`src/rtl/seq_pkg.sv`:
```
`default_nettype none
// ============================================================================
//  Module      : seq_pkg
//  Description : Shared types and default sizes for the serial pattern
//                generator and the sequence detector it feeds.
//  Revision    : 1.0 - initial release
// ============================================================================
package seq_pkg;

    // Default pattern length and repeat-count width
    localparam int SEQ_WIDTH = 10;
    localparam int SEQ_REP_W = 4;

    // Generator FSM states
    typedef enum logic [1:0] {
        IDLE = 2'd0,
        SEND = 2'd1,
        DONE = 2'd2
    } seq_state_t;

endpackage : seq_pkg
`default_nettype wire

```
`src/rtl/seq_gen.sv`:
```
`default_nettype none
// ============================================================================
//  Module      : seq_gen
//  Description : Serialises a captured parallel pattern MSB-first, repeating
//                it back-to-back a captured number of times, then pulses done.
//                Abort cancels an active transmission without a done pulse.
//  Revision    : 1.0 - initial release
// ============================================================================
module seq_gen
    import seq_pkg::*;
#(
    parameter int WIDTH = SEQ_WIDTH,
    parameter int REP_W = SEQ_REP_W
) (
    input  logic             clk,
    input  logic             rst,
    input  logic             start,
    input  logic [WIDTH-1:0] pattern,
    input  logic [REP_W-1:0] reps,
    input  logic             abort,
    output logic             dout,
    output logic             dout_vld,
    output logic             busy,
    output logic             done
);

    // Bit index needs at least one bit even for a 1-bit pattern
    localparam int              IDX_W      = (WIDTH > 1) ? $clog2(WIDTH) : 1;
    localparam logic [IDX_W-1:0] C_IDX_LAST = IDX_W'(WIDTH - 1);
    localparam logic [REP_W-1:0] C_REP_ONE  = REP_W'(1);

    seq_state_t       r_state;
    logic [WIDTH-1:0] r_pat;    // captured pattern, held for reloads
    logic [IDX_W-1:0] r_idx;    // index of the bit currently on dout
    logic [REP_W-1:0] r_reps;   // repetitions still to send, incl. current
    logic             r_dout;
    logic             r_vld;
    logic             r_busy;
    logic             r_done;

    logic [IDX_W-1:0] w_next_idx;
    logic             w_last_rep;

    assign w_next_idx = r_idx - 1'b1;
    // Treat zero as "last" too so the counter can never wrap below zero
    assign w_last_rep = (r_reps == C_REP_ONE) || (r_reps == '0);

    // Control FSM with inline pattern register, bit index and repeat counter;
    // all outputs are registered so dout/dout_vld line up with the state.
    always_ff @(posedge clk or posedge rst) begin
        if (rst) begin
            r_state <= IDLE;
            r_pat   <= '0;
            r_idx   <= '0;
            r_reps  <= '0;
            r_dout  <= 1'b0;
            r_vld   <= 1'b0;
            r_busy  <= 1'b0;
            r_done  <= 1'b0;
        end else begin
            case (r_state)
                IDLE: begin
                    r_dout <= 1'b0;
                    r_vld  <= 1'b0;
                    r_done <= 1'b0;
                    r_busy <= 1'b0;
                    if (start) begin
                        r_pat  <= pattern;
                        r_reps <= reps;
                        r_idx  <= C_IDX_LAST;
                        r_busy <= 1'b1;
                        if (reps != '0) begin
                            r_state <= SEND;
                            r_dout  <= pattern[WIDTH-1];
                            r_vld   <= 1'b1;
                        end else begin
                            // Nothing to send: go straight to the done pulse
                            r_state <= DONE;
                            r_done  <= 1'b1;
                        end
                    end
                end

                SEND: begin
                    if (abort) begin
                        // Abort wins over any bit advance and skips done
                        r_state <= IDLE;
                        r_dout  <= 1'b0;
                        r_vld   <= 1'b0;
                        r_busy  <= 1'b0;
                    end else if (r_idx == '0) begin
                        if (w_last_rep) begin
                            r_state <= DONE;
                            r_reps  <= '0;
                            r_dout  <= 1'b0;
                            r_vld   <= 1'b0;
                            r_done  <= 1'b1;
                        end else begin
                            // Next repetition starts with no idle gap
                            r_reps <= r_reps - 1'b1;
                            r_idx  <= C_IDX_LAST;
                            r_dout <= r_pat[WIDTH-1];
                        end
                    end else begin
                        r_idx  <= w_next_idx;
                        r_dout <= r_pat[w_next_idx];
                    end
                end

                DONE: begin
                    r_state <= IDLE;
                    r_done  <= 1'b0;
                    r_busy  <= 1'b0;
                    r_dout  <= 1'b0;
                    r_vld   <= 1'b0;
                end

                default: begin
                    r_state <= IDLE;
                    r_done  <= 1'b0;
                    r_busy  <= 1'b0;
                    r_dout  <= 1'b0;
                    r_vld   <= 1'b0;
                end
            endcase
        end
    end

    assign dout     = r_dout;
    assign dout_vld = r_vld;
    assign busy     = r_busy;
    assign done     = r_done;

endmodule : seq_gen
`default_nettype wire

```
`config.mk`:
```
export PLATFORM = sky130hd
export DESIGN_NAME = seq_gen
export DESIGN_NICKNAME = d
export VERILOG_FILES = /design/src/rtl/seq_pkg.sv /design/src/rtl/seq_gen.sv
export SDC_FILE = /design/constraint.sdc
export NUM_CORES = 1
export LEC_CHECK = 0
export ABC_AREA = 1
export BUFFER_PORTS_ARGS = -buffer_cell sky130_fd_sc_hd__buf_4
export CAP_MARGIN = 20
export CORE_UTILIZATION = 40
export CTS_BUF_LIST = sky130_fd_sc_hd__clkbuf_2 sky130_fd_sc_hd__clkbuf_4 sky130_fd_sc_hd__clkbuf_8
export DETAILED_ROUTE_END_ITERATION = 16
export PLACE_DENSITY_LB_ADDON = 0.05
export SETUP_SLACK_MARGIN = 0.1
export SLEW_MARGIN = 30
export SYNTH_ARGS = -nofsm -noshare
export SYNTH_HDL_FRONTEND = slang
export SYNTH_SLANG_ARGS = --single-unit
export TNS_END_PERCENT = 50
```
`constraint.sdc`:
```
create_clock -name clk -period 1.73 [get_ports clk]
set_input_delay 0.2595 -clock clk [delete_from_list [all_inputs] [get_ports clk]]
set_output_delay 0.2595 -clock clk [all_outputs]
set_load 0.05 [all_outputs]
```
==> flow_summary.ini <==
[timing]
setup_viol = 0
fin_setup_tns_ps = 0
finalWorstSetupSlack_ps = 195
fin_skew_ps = 5.55
grt_setup_unrepaired = yes
slew_headroom = 0.780
period_share = 0.887
timing.fmax_mhz = 652
hold_viol = 0
worstMarginPinSlew_ps = 328
holdWs_ps = 124
min_period_ps = 1530
slew_viol_final = 0

[yosys]
synth_nets = 184
yosysSeqAreaShare = 0.474
synth.top_cell.area_share = 0.474
netlist_area_mm2 = 0.00127
yosysWarnings = 0
async_reset_ff_frac = 1.00
synth_seq_cells = 24
yosysUniqueCellTypes = 27
synth_top_flop_cell = dfrtp_1
synth_edf_count = 0
yosys-top-cells-area = dfrtp_1 47%, nand2_1 18%, nand3_1 4.7%, inv_1 4.7%, o21ai_0 4.0%
synth_largest_area_cell = dfrtp_1
syn-instance-count = 163
synth.avg_cell_area_um2 = 7.77

[cts]
cts_made_buffers = 3
clock_latency_ps = 310
cts.htree.levels = 1
cts_tree = done
clock_path_buffers = 2
clk_pin_slew_ps = 140
root_buffer = clkbuf_4
clock_sinks = 24

[place]
dpl.hpwl_um = 1930
preCtsSetupSlack_ps = 187
gp_congestion = 0.806
io_buffers = 21

[floorplan]
placementRows = 20
die_area_mm2 = 0.00339
ios = 22
initial_core_util = 0.418
coreArea_mm2 = 0.00303
die_h_um = 58.3
die_w_um = 58.3

[global_route]
grt_usage = 0.174
gr-total-overflow = 0
grt_pass1_vias = 1049
grt_pass1_wl_um = 4520
grt_max_degree = 25
antenna_found_initial = 0

[routing]
routed-via-count = 1101
dr.pass1.iters = 4
avgViaCountPerCell = 4.65
wire_per_inst_um = 10.7
drcViolationCount = 0
drt_iter0_drc = 44
ant_nets = 0
wl_um = 2540

[worst_hold_path]
hold_class = input port to flop

[finish]
final_common_cell = nand2_1
layout.nets = 215
drive_above_1_share = 0.259
layout_common_cells = 60 x nand2_1, 28 x buf_4, 24 x dfrtp_1
area_delta_synth_final_pct = 25.9
num-fill-cells = 303
antenna_cells = 0

[worst_setup_path]
cp.arrival_ps = 1800
cp_cell_sequence = buf_4, ha_1, o21ai_2, inv_1, nand2_1, nand3_1, a21oi_2, nand2_1, nand2_1
critPathKind = flop to flop
max_stage_delay_ps = 420
cpMostUsedCell = nand2_1
cp_max_fo = 3
worstPathRequired_ps = 1990
slowest_stage = dfrtp_1
crit_path_end_kind = flop
worstSetupStartpointType = flop

[run]
drv_cap = 0

[status]
run_status = finished, final reports clean

[power]
peakVddDrop_v = 0.000872
pwr-share-seq = 0.328
powerDensity_mw_per_mm2 = 1860
p_comb_frac = 0.535
power.internal_mw = 1.65
p_total_mw = 2.96
power.leakage_nw = 0.839
clockPowerShare = 0.137
sw_frac_of_total = 0.442
power_switching_mw = 1.31
==> layout make-up <==
type	count	area [µm²]	share of cell area
clock buffers	3	22.5	0.0141
clock inverters	1	30.0	0.0188
inverters	21	82.6	0.0518
multi-input cells	115	583	0.366
flip-flops and latches	24	601	0.377
well taps	44	55.1	0.0345
repair buffers	29	220	0.138
==> kinds of logic after synthesis <==
family | synth area share
AND/OR/NAND/NOR | 0.284
AO/OA/AOI/OAI | 0.122
flip-flops | 0.474
adder cells (fa/ha/maj) | 0.0296
XOR/XNOR | 0.0138
buffers and inverters | 0.0771
==> state kept, by name (all words and copies together), names as in the netlist <==
| name | cells |
|---|---|
| busy | 1 |
| done | 1 |
| dout | 1 |
| dout_vld | 1 |
| r_idx | 4 |
| r_pat | 10 |
| r_reps | 4 |
| r_state | 2 |
==> layer usage <==
| metal | global-route usage | share of wire | wire length, µm |
|---|---|---|---|
| met1 | 0.248 | 0.50 | 1270 |
| met2 | 0.261 | 0.45 | 1150 |
| met3 | 0.0491 | 0.033 | 83 |
| met4 | 0.0442 | 0.017 | 42 |
| met5 | 0 | 0 | 0 |
==> worst max-delay path, delay by kind of cell, from the launching register on <==
family,cells,cell delay [ps]
buffers and inverters,2,220
and+or+nand+nor,4,340
adders and majority gates,1,190
DFF,1,420
AOI/OAI and AO/OA,2,320
==> power by group through the flow <==
stage | clock [mW] | combinational (mW) | sequential [mW]
2_1_floorplan | 0 | 1.06 | 1.07
3_3_place_gp | 0 | 1.49 | 0.987
3_5_place_dp | 0 | 1.52 | 0.984
4_1_cts | 0.420 | 1.52 | 0.976
5_1_grt | 0.437 | 1.81 | 1.01
6_report | 0.406 | 1.58 | 0.971
==> per-stage QoR <==
stage / std cells / area, µm² / util
finish: 237 / 1590 / 0.526
global route: 237 / 1590 / 0.526
CTS: 234 / 1560 / 0.514
detailed placement: 229 / 1490 / 0.493
global placement: 229 / 1490 / 0.493
floorplan: 163 / 1270 / -
==> repair_timing <==
action | in CTS | in global routing
hold buffers | 1 | 0
setup buffers | 0 | 3
gates resized for setup | 0 | 5
endpoints found under the setup margin | 0 | 8
hold endpoints to repair | 24 | 0
==> worst paths after layout <==
| kind | end | from | slack [ps] | cells past startpoint |
|---|---|---|---|---|
| max | dout | r_reps[0] | 200 | 9 |
| min | r_pat[7] | pattern[7] | 120 | 3 |
| max reg2reg | dout | r_reps[0] | 200 | 9 |
| min reg2reg | r_pat[7] | r_pat[7] | 500 | 2 |
| max in group asynchronous | dout | rst | 970 | 4 |
| min in group asynchronous | r_pat[0] | rst | 530 | 4 |
==> synth_stat cells (all sizes together), types with 2 or more instances <==
cell type   n
nor2        7
o21ai      13
a21oi       6
nand2      62
nand4       2
ha          3
inv        20
dfrtp      24
o22ai       3
nand3      12
buf         3
xnor2       2
No activity file was read; power rests on OpenSTA's default activity.
